File: src/rtl/mem_arb_pkg.sv
`default_nettype none
// +--------------------------------------------------------------------------+
// | mem_arb_pkg : shared types and constants for the memory arbiter   rev 1.0 |
// +--------------------------------------------------------------------------+
package mem_arb_pkg;

  typedef enum logic [1:0] {
    ST_IDLE = 2'd0,
    ST_ACC  = 2'd1,
    ST_RESP = 2'd2
  } state_t;

  localparam logic [1:0] SW = 2'b00;
  localparam logic [1:0] SH = 2'b01;
  localparam logic [1:0] SB = 2'b10;

  localparam int WAIT_W = 4;

  localparam logic GRANT_CORE = 1'b0;
  localparam logic GRANT_DMA  = 1'b1;

endpackage
`default_nettype wire

File: src/rtl/mem_arbiter_be_gen.sv
`default_nettype none
// +--------------------------------------------------------------------------+
// | be_gen : store size/address -> byte enables, lane data, misalign  rev 1.0 |
// +--------------------------------------------------------------------------+
module be_gen
  import mem_arb_pkg::*;
(
  input  logic [1:0]  size,
  input  logic [1:0]  addr_lo,
  input  logic        we,
  input  logic [31:0] wdata,
  output logic [3:0]  be,
  output logic [31:0] wdata_rep,
  output logic        misalign
);

  always_comb begin
    be        = 4'b0000;
    wdata_rep = wdata;
    misalign  = 1'b0;
    case (size)
      SH: begin
        wdata_rep = {2{wdata[15:0]}};
        misalign  = addr_lo[0];
        be        = addr_lo[1] ? 4'b1100 : 4'b0011;
      end
      SB: begin
        wdata_rep = {4{wdata[7:0]}};
        be        = 4'b0001 << addr_lo;
      end
      default: begin
        misalign = (addr_lo != 2'b00);
        be       = 4'b1111;
      end
    endcase
    // Reads and misaligned writes must not touch any lane.
    if (!we || misalign) be = 4'b0000;
  end

endmodule
`default_nettype wire

File: src/rtl/mem_arbiter.sv
`default_nettype none
// +--------------------------------------------------------------------------+
// | mem_arbiter : round-robin core/DMA owner of a single memory port   rev 1.0 |
// +--------------------------------------------------------------------------+
module mem_arbiter
  import mem_arb_pkg::*;
#(
  parameter int AW          = 32,
  parameter int WAIT_CYCLES = 1
) (
  input  logic          clk,
  input  logic          rstn,
  input  logic          c_req,
  input  logic          c_we,
  input  logic [AW-1:0] c_addr,
  input  logic [31:0]   c_wdata,
  input  logic [1:0]    c_store,
  output logic [31:0]   c_rdata,
  output logic          c_ready,
  input  logic          d_req,
  input  logic          d_we,
  input  logic [AW-1:0] d_addr,
  input  logic [31:0]   d_wdata,
  output logic [31:0]   d_rdata,
  output logic          d_ready,
  output logic          m_en,
  output logic          m_we,
  output logic [3:0]    m_be,
  output logic [AW-1:0] m_addr,
  output logic [31:0]   m_wdata,
  input  logic [31:0]   m_rdata
);

  localparam logic [WAIT_W-1:0] WAIT_LAST = WAIT_W'(WAIT_CYCLES);
  localparam logic [AW-1:0]     WORD_MASK = ~(AW'(3));

  state_t            state, state_nx;
  logic              last_grant, owner, grant_sel, take, acc_done;
  logic [AW-1:0]     req_addr;
  logic [31:0]       req_wdata, wdata_rep;
  logic              req_we, misalign;
  logic [1:0]        req_size;
  logic [3:0]        be;
  logic [WAIT_W-1:0] wait_cnt;

  be_gen u_be_gen (
    .size      (req_size),
    .addr_lo   (req_addr[1:0]),
    .we        (req_we),
    .wdata     (req_wdata),
    .be        (be),
    .wdata_rep (wdata_rep),
    .misalign  (misalign)
  );

  always_ff @(posedge clk or negedge rstn) begin
    if (!rstn) state <= ST_IDLE;
    else       state <= state_nx;
  end

  always_comb begin
    state_nx = state;
    take     = 1'b0;
    acc_done = 1'b0;
    m_en     = 1'b0;
    m_we     = 1'b0;
    m_be     = 4'b0000;
    m_addr   = '0;
    m_wdata  = '0;
    c_ready  = 1'b0;
    d_ready  = 1'b0;
    // On a tie the side that was not served last wins.
    grant_sel = (c_req && d_req) ? ~last_grant : d_req;
    case (state)
      ST_IDLE: begin
        if (c_req || d_req) begin
          take     = 1'b1;
          state_nx = ST_ACC;
        end
      end
      ST_ACC: begin
        m_en    = 1'b1;
        m_we    = req_we & ~misalign;
        m_be    = be;
        m_addr  = req_addr;
        m_wdata = wdata_rep;
        if (wait_cnt == WAIT_LAST) begin
          acc_done = 1'b1;
          state_nx = ST_RESP;
        end
      end
      ST_RESP: begin
        c_ready  = (owner == GRANT_CORE);
        d_ready  = (owner == GRANT_DMA);
        state_nx = ST_IDLE;
      end
      default: state_nx = ST_IDLE;
    endcase
  end

  always_ff @(posedge clk or negedge rstn) begin
    if (!rstn) begin
      last_grant <= GRANT_DMA;
      owner      <= GRANT_CORE;
      req_addr   <= '0;
      req_wdata  <= '0;
      req_we     <= 1'b0;
      req_size   <= SW;
      wait_cnt   <= '0;
      c_rdata    <= '0;
      d_rdata    <= '0;
    end else begin
      if (take) begin
        owner    <= grant_sel;
        wait_cnt <= '0;
        if (grant_sel == GRANT_CORE) begin
          req_addr  <= c_addr;
          req_wdata <= c_wdata;
          req_we    <= c_we;
          req_size  <= c_store;
        end else begin
          req_addr  <= d_addr & WORD_MASK;
          req_wdata <= d_wdata;
          req_we    <= d_we;
          req_size  <= SW;
        end
      end else if (state == ST_ACC && !acc_done) begin
        wait_cnt <= wait_cnt + WAIT_W'(1);
      end
      if (acc_done) begin
        if (owner == GRANT_CORE) c_rdata <= m_rdata;
        else                     d_rdata <= m_rdata;
      end
      if (state == ST_RESP) last_grant <= owner;
    end
  end

endmodule
`default_nettype wire
File: config.mk
export PLATFORM = sky130hd
export DESIGN_NAME = mem_arbiter
export DESIGN_NICKNAME = d
export VERILOG_FILES = /design/src/rtl/mem_arb_pkg.sv /design/src/rtl/mem_arbiter_be_gen.sv /design/src/rtl/mem_arbiter.sv
export SDC_FILE = /design/constraint.sdc
export NUM_CORES = 1
export LEC_CHECK = 0
export ABC_AREA = 1
export CORE_AREA = 8 8 135 137
export DETAILED_ROUTE_END_ITERATION = 10
export DIE_AREA = 0 0 143 145
export PLACE_DENSITY = 0.85
export SYNTH_ARGS = -nofsm -noshare
export SYNTH_HDL_FRONTEND = slang
export SYNTH_SLANG_ARGS = --single-unit
File: constraint.sdc
create_clock -name clk -period 5.2 [get_ports clk]
set_clock_uncertainty 0.05 [all_clocks]
set_input_delay 1.3 -clock clk [delete_from_list [all_inputs] [get_ports clk]]
set_output_delay 1.3 -clock clk [all_outputs]
set_load 0.005 [all_outputs]
Yosys cells after proc, flatten, opt, wreduce, memory -nomap -nowiden. Index checks and enable logic that the tools add are counted.

Bits in registers: 139. Latch bits: 0. RAM bits: 0. ROM bits: 0. Input port bits: 168. Output and inout port bits: 136. Logic and storage cells: 61. Memories kept: 0.

Add/sub/neg operators: 1. Multiply operators: 0. Divide/modulo/power cells: 0. $lt $le $gt $ge: 0. Eq/ne operators: 7. Shift-type cells: 1. Multiplexer cells: 26. Bitwise gates (word level): 4. Reductions and logical operators: 12.

Operator list (number): 32-bit 2-to-1 mux (4); 32-bit case mux with 2 select lines (1); 4-bit 2-to-1 mux (5); 1-bit 2-to-1 mux (10); 4-bit case mux with 2 select lines (1); 2-bit 2-to-1 mux (3); 2-bit AND reduction (3); 4-bit by 1-bit adder with 4-bit output (second input constant) (1); 2-bit by 1-bit == test with 1-bit output (second input constant) (2); 2-bit == test (second input constant) (2); 4-bit by 1-bit == test with 1-bit output (second input constant) (1); 2-bit inequality test (second input constant) (2); 2-bit case mux with 2 select lines (1); 2-bit nonzero test (2); 1-bit by 2-bit << shifter with 4-bit output (first input constant) (1); 1-bit NOT (3); 1-bit logical AND (2); 1-bit logical NOT (2); 2-bit logical NOT (1); 1-bit logical OR (2); 1-bit case mux with 2 select lines (1); 1-bit AND (1).

Depth between registers and ports, before layout.
Depth after elaboration: 7. Depth in mapped cells: 8. Mapped depth without buffers: 8.

Cells and area by module. From an unflattened synthesis, not the netlist that was laid out.

Cells, all modules: 1082. Area total of the unflattened synthesis: 7554.7 um2.

By module, submodules not included: mem_arbiter (instances 1, cells an instance 979, area an instance 7028.0 um2, sequential area each 3479.6 um2); be_gen (instances 1, cells an instance 103, area an instance 526.8 um2, sequential area each 0.0 um2).

Least setup slack after synthesis. OpenSTA, ideal clock, no wires.

Path type: register -> output. From: register req_size[0]. To: output m_wdata[10]. Data arrival time: 1.388 ns. Data required time: 3.850 ns. Path slack: 2.462 ns. Cell stages (with the launch flop): 9. Path buffers: 2. Cell sequence: dfrtp_1 > inv_1 > ha_1 > buf_2 > clkinv_1 > buf_2 > nand3_1 > nand2_1 > nor2_1.

Cells in the longest elaborated chain, start to end: 3. Elaborated cells between the ends (all ways): 4. Classes of those cells: eq/ne: 2; mux: 2.

RTL lines: start, declared (line mem_arbiter.sv:42) `logic [1:0] req_size;`; start signal, assigned (line mem_arbiter.sv:120) `req_size <= c_store;`; 2-bit == test or 2-bit by 1-bit == test with 1-bit output (tied branches) (line mem_arbiter_be_gen.sv:21) `case (size)`; 32-bit case mux with 2 select lines * (line mem_arbiter_be_gen.sv:21); 32-bit 2-to-1 mux * (line mem_arbiter.sv:74) `case (state)`; end, declared (line mem_arbiter.sv:30) `output logic [31:0] m_wdata,`.

Mark *: on every way between the ends. The rest lies on a longest branch, timed or not.

Worst setup path in the final report.
From: register req_size[0]. To: output m_wdata[30].

The elaborated chain is that of the path after synthesis.

==> flow_summary.html <==
<table>
<tr><th>Metric</th><th>Value</th></tr>
<tr><th colspan="2">Synthesis</th></tr>
<tr><td>Flip-flop and latch count after synthesis</td><td>139</td></tr>
<tr><td>Net Count, Synth</td><td>roughly 1,200</td></tr>
<tr><td>Sequential fraction of the synthesis area</td><td>47.3%</td></tr>
<tr><td>Netlist Area Pre-Place</td><td>7360 sq um</td></tr>
<tr><td>YS warnings</td><td>0</td></tr>
<tr><td>Average footprint of a synthesized cell</td><td>7.08 sq um</td></tr>
<tr><td>Post-synthesis cell type count</td><td>24</td></tr>
<tr><td>Post-Synthesis Cells</td><td>around 1,000</td></tr>
<tr><th colspan="2">Worst hold path</th></tr>
<tr><td>Path class of the lowest-slack min-delay path</td><td>flip-flop to flip-flop</td></tr>
<tr><td>Worst Hold Path EP</td><td>d_rdata[4]$_DFFE_PN0P_</td></tr>
<tr><td>Critical hold path startpoint</td><td>d_rdata[4]$_DFFE_PN0P_</td></tr>
<tr><td>Worst hold path depth</td><td>2</td></tr>
<tr><th colspan="2">Layout</th></tr>
<tr><td>Count of non-filler cells in the finished layout</td><td>roughly 1,500</td></tr>
<tr><td>Post-layout net count</td><td>about 1,500</td></tr>
<tr><td>Leading cell type in the layout, fill and taps excluded</td><td>nand2_1</td></tr>
<tr><td>Share of layout cells above drive strength 1</td><td>under 10%</td></tr>
<tr><td>Area growth syn-to-layout</td><td>49.4%</td></tr>
<tr><td># fillers</td><td>about 1,400</td></tr>
<tr><td>Most frequent cells in the layout</td><td>nand2_1, clkdlybuf4s50_1, nor2_1</td></tr>
<tr><th colspan="2">Route</th></tr>
<tr><td>Number of antenna-violating nets in the routed design</td><td>0</td></tr>
<tr><td>Pre-antenna DRT Iters</td><td>5</td></tr>
<tr><td>Routed wire length per instance</td><td>16.5 um</td></tr>
<tr><td>Number of violations reported at the end of detailed-routing iteration 0</td><td>between 600 and 700</td></tr>
<tr><td>Count of unresolved DRC violations after routing</td><td>0</td></tr>
<tr><td>Via count</td><td>between 7,000 and 8,000</td></tr>
<tr><td>Via density</td><td>5.01</td></tr>
<tr><td>DRT Wirelength</td><td>25,500 um</td></tr>
<tr><th colspan="2">CTS</th></tr>
<tr><td>CTS max path bufs</td><td>2</td></tr>
<tr><td>Clock sink total</td><td>around 140</td></tr>
<tr><td>CTS tree</td><td>built</td></tr>
<tr><td>Clock Pin Slew Worst Setup and Hold Paths</td><td>0.06 ns</td></tr>
<tr><td>Deepest level of the CTS H-tree</td><td>4</td></tr>
<tr><td>Post-CTS setup buffers</td><td>0</td></tr>
<tr><td>CTS Hold Buffers Added</td><td>0</td></tr>
<tr><td>Clock latency on the worst-skew pair</td><td>roughly 0.41 ns</td></tr>
<tr><td>Number of buffers inserted during clock tree synthesis</td><td>17</td></tr>
<tr><td>Post-CTS Resized</td><td>0</td></tr>
<tr><td>Clock tree root driver cell</td><td>clkbuf_16</td></tr>
<tr><th colspan="2">Die</th></tr>
<tr><td>Height of the chip</td><td>~150 um</td></tr>
<tr><td>Full die area</td><td>~21,000 sq um</td></tr>
<tr><td>Initial cell density of the core</td><td>between 40% and 50%</td></tr>
<tr><td>Boundary Pins</td><td>between 300 and 400</td></tr>
<tr><td>DIE WIDTH</td><td>143 um</td></tr>
<tr><td>Count of standard-cell rows</td><td>47</td></tr>
<tr><td>Area of the core region</td><td>16,200 sq um</td></tr>
<tr><th colspan="2">STA</th></tr>
<tr><td>Final Setup Violations</td><td>0</td></tr>
<tr><td>Final hold vios</td><td>0</td></tr>
<tr><td>Max Clk Rate</td><td>216 MHz</td></tr>
<tr><td>Count of pins over their slew limit</td><td>0</td></tr>
<tr><td>Post-route setup TNS</td><td>0 ns</td></tr>
<tr><td>Part of the cycle the worst path needs</td><td>89.1%</td></tr>
<tr><td>Unrepaired setup endpoints after global routing</td><td>no</td></tr>
<tr><td>Min cycle time layout</td><td>between 4 and 5 ns</td></tr>
<tr><td>Max-Slew Margin vs Limit</td><td>32.9%</td></tr>
<tr><td>Slew of the pin with the lowest slew margin</td><td>roughly 1 ns</td></tr>
<tr><th colspan="2">Placement</th></tr>
<tr><td>Cell total after placement</td><td>1,505</td></tr>
<tr><td>HPWL after DPL</td><td>~18,000 um</td></tr>
<tr><td>Port bufs</td><td>~300</td></tr>
<tr><td>Final GP Congestion</td><td>0.820</td></tr>
<tr><th colspan="2">Global route</th></tr>
<tr><td>Overflow left after global routing</td><td>0</td></tr>
<tr><td>Number of antenna violations at the first check in global routing</td><td>2</td></tr>
<tr><td>Via count of the first global-routing pass</td><td>about 7,500</td></tr>
<tr><td>Pin count of the biggest net entering global routing</td><td>69</td></tr>
<tr><td>Global-route wire length before repair</td><td>between 30,000 and 40,000 um</td></tr>
<tr><td>Global-route total usage across every layer</td><td>~24%</td></tr>
<tr><th colspan="2">Power</th></tr>
<tr><td>Max VDD drop</td><td>around 0.29 mV</td></tr>
<tr><td>Power density over cell area</td><td>628 nW/um^2</td></tr>
<tr><td>Static Leak</td><td>5.38 nW</td></tr>
<tr><th colspan="2">Worst setup path</th></tr>
<tr><td>Kind of end point of the critical path</td><td>output port</td></tr>
<tr><td>R2R Path Start</td><td>state[1]$_DFFE_PN0P_</td></tr>
<tr><td>Worst Reg2Reg Path Length in Cells</td><td>6</td></tr>
<tr><td>WP data arrival</td><td>~3.3 ns</td></tr>
<tr><td>Launching element type of the critical path</td><td>flip-flop</td></tr>
<tr><td>CP max FO</td><td>34</td></tr>
<tr><td>Critical Setup Path Class</td><td>flip-flop to output port</td></tr>
<tr><td>Critical path required time</td><td>approximately 3.9 ns</td></tr>
<tr><td>Register-to-register setup slack</td><td>~2.6 ns</td></tr>
<tr><td>Endpoint of the worst-slack reg-to-reg timing path</td><td>c_rdata[25]$_DFFE_PN0P_</td></tr>
<tr><th colspan="2">Run</th></tr>
<tr><td>Maximum Capacitance Violations</td><td>0</td></tr>
<tr><th colspan="2">Run status</th></tr>
<tr><td>Result of the run</td><td>complete, no violations</td></tr>
</table>
-- final cells by class --
type,count,area (sq um),area share [%]
flip-flops and latches,139,3480,31.7
well taps,220,275,2.50
multi-input cells,715,3070,27.9
clock inverters,14,184,1.67
diodes,2,5.00,0.0455
repair buffers,311,3090,28.1
clock buffers,18,439,4.00
inverters,120,450,4.10
-- how the worst max path moves through the flow --
stage	from	cells after the start	end
after floorplan	req_size[0]$_DFFE_PN0P_	8	m_wdata[10]
after global placement	req_size[0]$_DFFE_PN0P_	7	m_wdata[30]
after detailed placement	req_size[0]$_DFFE_PN0P_	7	m_wdata[30]
after CTS	req_size[0]$_DFFE_PN0P_	7	m_wdata[30]
after global routing	req_size[0]$_DFFE_PN0P_	7	m_be[2]
final	req_size[0]$_DFFE_PN0P_	7	m_wdata[30]
-- registers in the layout, summed over array words and instances, names as in the netlist --
name / cells
d_rdata: 32
req_wdata: 32
wait_cnt: 4
req_addr: 32
req_we: 1
state: 2
c_rdata: 32
owner: 1
req_size: 2
last_grant: 1
-- metal layers --
layer / routed length [um] / vias up / GRT usage (%)
li1: - / 3741 / -
met1: 9620 / 3521 / 28.0
met2: 12000 / 375 / 38.5
met3: 2850 / 67 / 8.56
met4: 1010 / 0 / 12.9
met5: 0 / - / 0
-- cell families after synthesis --
kind of cell / after synthesis / share of synthesized area, %
buffers and inverters: 186 / 11.2
flip-flops: 139 / 47.3
adder cells (fa/ha/maj): 5 / 0.850
AND/OR/NAND/NOR: 626 / 34.9
AO/OA/AOI/OAI: 84 / 5.71
-- where the power goes --
part	leakage (nW)	internal (mW)	total [mW]	switching, mW
registers	1.69	1.63	2.00	0.368
logic	3.39	1.70	3.61	1.91
clock network	0.304	0.780	1.29	0.509
-- worst max-delay path, stage by stage, from the launching register on --
cell and delay [ns]:
dfrtp_1 0.37, inv_1 0.08, ha_1 0.49, clkinv_1 0.78, nand3_1 0.31, nand2_1 0.10
nor2_1 0.19, clkdlybuf4s50_1 0.54
-- synth_stat cells --
cell | n | area, sq um
nor2_4 | 1 | 11.3
nand4_1 | 65 | 407
clkinv_1 | 1 | 3.75
nor2_2 | 2 | 12.5
o21ai_1 | 59 | 295
inv_1 | 115 | 432
dfrtp_1 | 138 | 3450
nand2_2 | 1 | 6.26
nor2_8 | 1 | 20.0
a21oi_1 | 9 | 45.0
nor3_1 | 4 | 20.0
ha_1 | 5 | 62.6
nor2_1 | 160 | 601
nand3_1 | 15 | 75.1
dfstp_2 | 1 | 26.3
clkbuf_1 | 10 | 37.5
buf_6 | 7 | 78.8
nand3b_1 | 1 | 7.51
o21ai_0 | 16 | 80.1
inv_2 | 4 | 15.0
buf_2 | 36 | 180
buf_1 | 5 | 18.8
nand2_1 | 376 | 1410
buf_4 | 8 | 60.1
-- metrics by stage --
step	util [%]	hold WS [ns]	area (sq um)	worst slack, ns	total power, mW
final	68.0	0.419	11000	0.565	6.90
after global routing	68.0	0.437	11000	0.324	7.40
after CTS	67.9	0.422	11000	0.564	6.94
after detailed placement	64.1	0.407	10400	1.09	5.61
after global placement	64.1	0.402	10400	1.09	5.51
after floorplan	-	0.403	7360	2.46	3.79
(Power assumes the default switching activity.)
==> variant (same flow settings) <==
The 3 states of `state_t` get a one-hot encoding in 3 bits.
--- a/src/rtl/mem_arb_pkg.sv
+++ b/src/rtl/mem_arb_pkg.sv
@@ -4,10 +4,10 @@
 // +--------------------------------------------------------------------------+
 package mem_arb_pkg;
 
-  typedef enum logic [1:0] {
-    ST_IDLE = 2'd0,
-    ST_ACC  = 2'd1,
-    ST_RESP = 2'd2
+  typedef enum logic [2:0] {
+    ST_IDLE = 3'b001,
+    ST_ACC  = 3'b010,
+    ST_RESP = 3'b100
   } state_t;
 
   localparam logic [1:0] SW = 2'b00;
Function: no difference found for any inputs over 10 cycles, from zero or initial values and one cycle with rstn low; not proved beyond that.
==> variant against the unedited design <==
  * First-iteration DRC count is 17% lower
  * Wire length decreased by 7.9%
  * Count of clock-buffer cells in the layout increased by 3
  * Via count is 3.6% lower
  * Area after synthesis shrank 3.0%
  * Setup slack improved by 0.25 ns
  * Register-to-register slack improved by 0.47 ns
  * Sequential cell count grew 1
  * Utilization decreased by 1.3 points
  * Final area fell by 1.9%
  * Sequential share of layout area grew 0.85 points
  * Cell count fell by 0.78%
  * Power down 16%
  * Critical path type unchanged
  * Highest routed layer unchanged
==> variant: results (changes against the unedited design) <==
| Metric | Value |
|---|---|
| Net count after synthesis | 1198 (-1.2%) |
| Number of library cell types mapped by synthesis | 22 (-8.3%) |
| Number of hold violations in the final report | 0 (unchanged) |
| Detailed placement HPWL | 16.85 mm (-7.5%) |
| Maximum root-to-sink buffer count | 2 (unchanged) |
| Worst path arrival time | 3.03 ns (-0.26 ns) |
| TritonCTS buffer count | 17 (unchanged) |
| Sequential-to-total area share from yosys stat | 0.4911 (+0.01835) |
| Reg2Reg Launch Point | state[2] |
| R2R Path End | c_rdata[18] |
| Antenna Diode Count | 0 (-2) |
| Final #Nets | 1468 (-0.61%) |
| Maximum number of pins on one net before global-route repair | 76 (+10%) |
| Worst voltage drop across the vdd grid | 0.0003084 V (+8.1%) |
| R2r setup slk | 3.05 ns (+0.47 ns) |
| Depth of the worst register-to-register path | 7 (+1) |
| Net switching power of the design | 2191 uW (-22%) |
| Per-instance average area after synthesis | 6.964 um^2 (-1.6%) |
| Total of buffers placed on input and output ports | 301 (unchanged) |
| Htree depth | 4 (unchanged) |
| P_leak | 0.005400 uW (+0.29%) |
| Vias in the first global route | 7203 (-4.0%) |
| Top cells by instance count after synthesis | sky130_fd_sc_hd__nand2_1, sky130_fd_sc_hd__dfrtp_1, sky130_fd_sc_hd__nor2_1 |
| Vias post-DR | 7425 (-3.6%) |
| Iteration-0 DRC Markers | 503 (-17%) |
| Number of antenna violations at the first check in global routing | 0 (-2) |
| Fraction of layout instances using a drive strength above 1 | 0.03902 (-0.002741) |
| Outcome | completed |
| Setup crit end | m_be[1] |
| Wire length reported by the detailed router | 23.46 mm (-7.9%) |
| Largest fanout on the critical path | 26 (-24%) |
| Wire length of the first global-routing pass | 37.49 mm (-5.6%) |
| Pin slew with the least headroom to its limit | 1.132 ns (+0.1297 ns) |
| Global-route usage over all layers | 0.2260 (-0.01620) |
| Ys flop type | sky130_fd_sc_hd__dfrtp_1 |
| Dominant cells by area after synthesis | sky130_fd_sc_hd__dfrtp_1, sky130_fd_sc_hd__nand2_1, sky130_fd_sc_hd__nand3_1 |
| Warnings from Yosys | 0 (unchanged) |
| Routability-driven placement congestion ratio | 0.8402 (+2.4%) |
| Filler-free cell count of the finished design | 1527 (-0.78%) |
variant: cell types whose count changed after synthesis, sizes merged, moves of 2 or more:
cell,unedited run,this run
inv,119,59
a21oi,9,18
buf,56,44
nand2,377,546
o21ai,75,19
nor2,164,99
nor3,4,2
clkbuf,10,15
a31oi,0,2
nand4,65,0
nand3,15,75
variant: worst min-delay path by stage:
stage,startpoint,endpoint
floorplan,req_wdata[16],req_wdata[16]
global placement,d_rdata[2],d_rdata[2]
detailed placement,d_rdata[2],d_rdata[2]
CTS,d_rdata[2],d_rdata[2]
global route,req_wdata[23],req_wdata[23]
finish,d_rdata[2],d_rdata[2]
variant: stage by stage:
stage,setup slack (ns),instance area (um^2),utilization,hold slack [ns]
global placement,1.278,10180,0.6298,0.4021
CTS,0.8062,10790,0.6669,0.4213
floorplan,2.400,7138,-,0.3936
detailed placement,1.294,10180,0.6298,0.4070
finish,0.8156,10790,0.6669,0.4174
global route,0.5760,10790,0.6669,0.4395
variant: cell families (layout without fill, tap and decap cells):
kind of cell	after synthesis	after routing	share of synthesized area
AOI/OAI and AO/OA	39	39	0.02770
xor gates and xnor gates	1	1	0.001227
DFF	140	140	0.4911
and+or+nand+nor	722	722	0.3953
buffers and inverters	118	400	0.07590
adders and majority gates	5	5	0.008764
variant: power by group through the flow:
stage                     logic (uW)  registers [uW]  clock network [uW]
after floorplan                 1360            1910                   0
after global placement          2570            1930                   0
after detailed placement        2630            1950                   0
after CTS                       2650            1950                1260
after global routing            2930            2010                1300
final                           2610            1950                1230
variant: worst max-delay path, stage by stage, from the launching register on:
cell and delay (ns):
sky130_fd_sc_hd__dfrtp_1 0.37, sky130_fd_sc_hd__inv_1 0.07, sky130_fd_sc_hd__ha_1 0.65, sky130_fd_sc_hd__inv_1 0.54, sky130_fd_sc_hd__o21ai_0 0.27, sky130_fd_sc_hd__nor2_1 0.08
sky130_fd_sc_hd__nor2_1 0.11, sky130_fd_sc_hd__clkdlybuf4s50_1 0.53
variant: routing by layer:
metal	part of all wire	up-vias	GRT usage
met1	0.39	3418	0.2727
li1	-	3655	-
met5	0	-	0
met4	0.031	0	0.08719
met3	0.096	44	0.06529
met2	0.48	308	0.3717
variant: layout make-up:
class	count	area, um^2
Timing Repair Buffer	310	3082
Sequential cell	140	3506
Fill cell	1375	5386
Tap cell	220	275.3
Multi-Input combinational cell	767	3100
Clock buffer	21	460.4
Inverter	59	221.5
Clock inverter	10	140.1
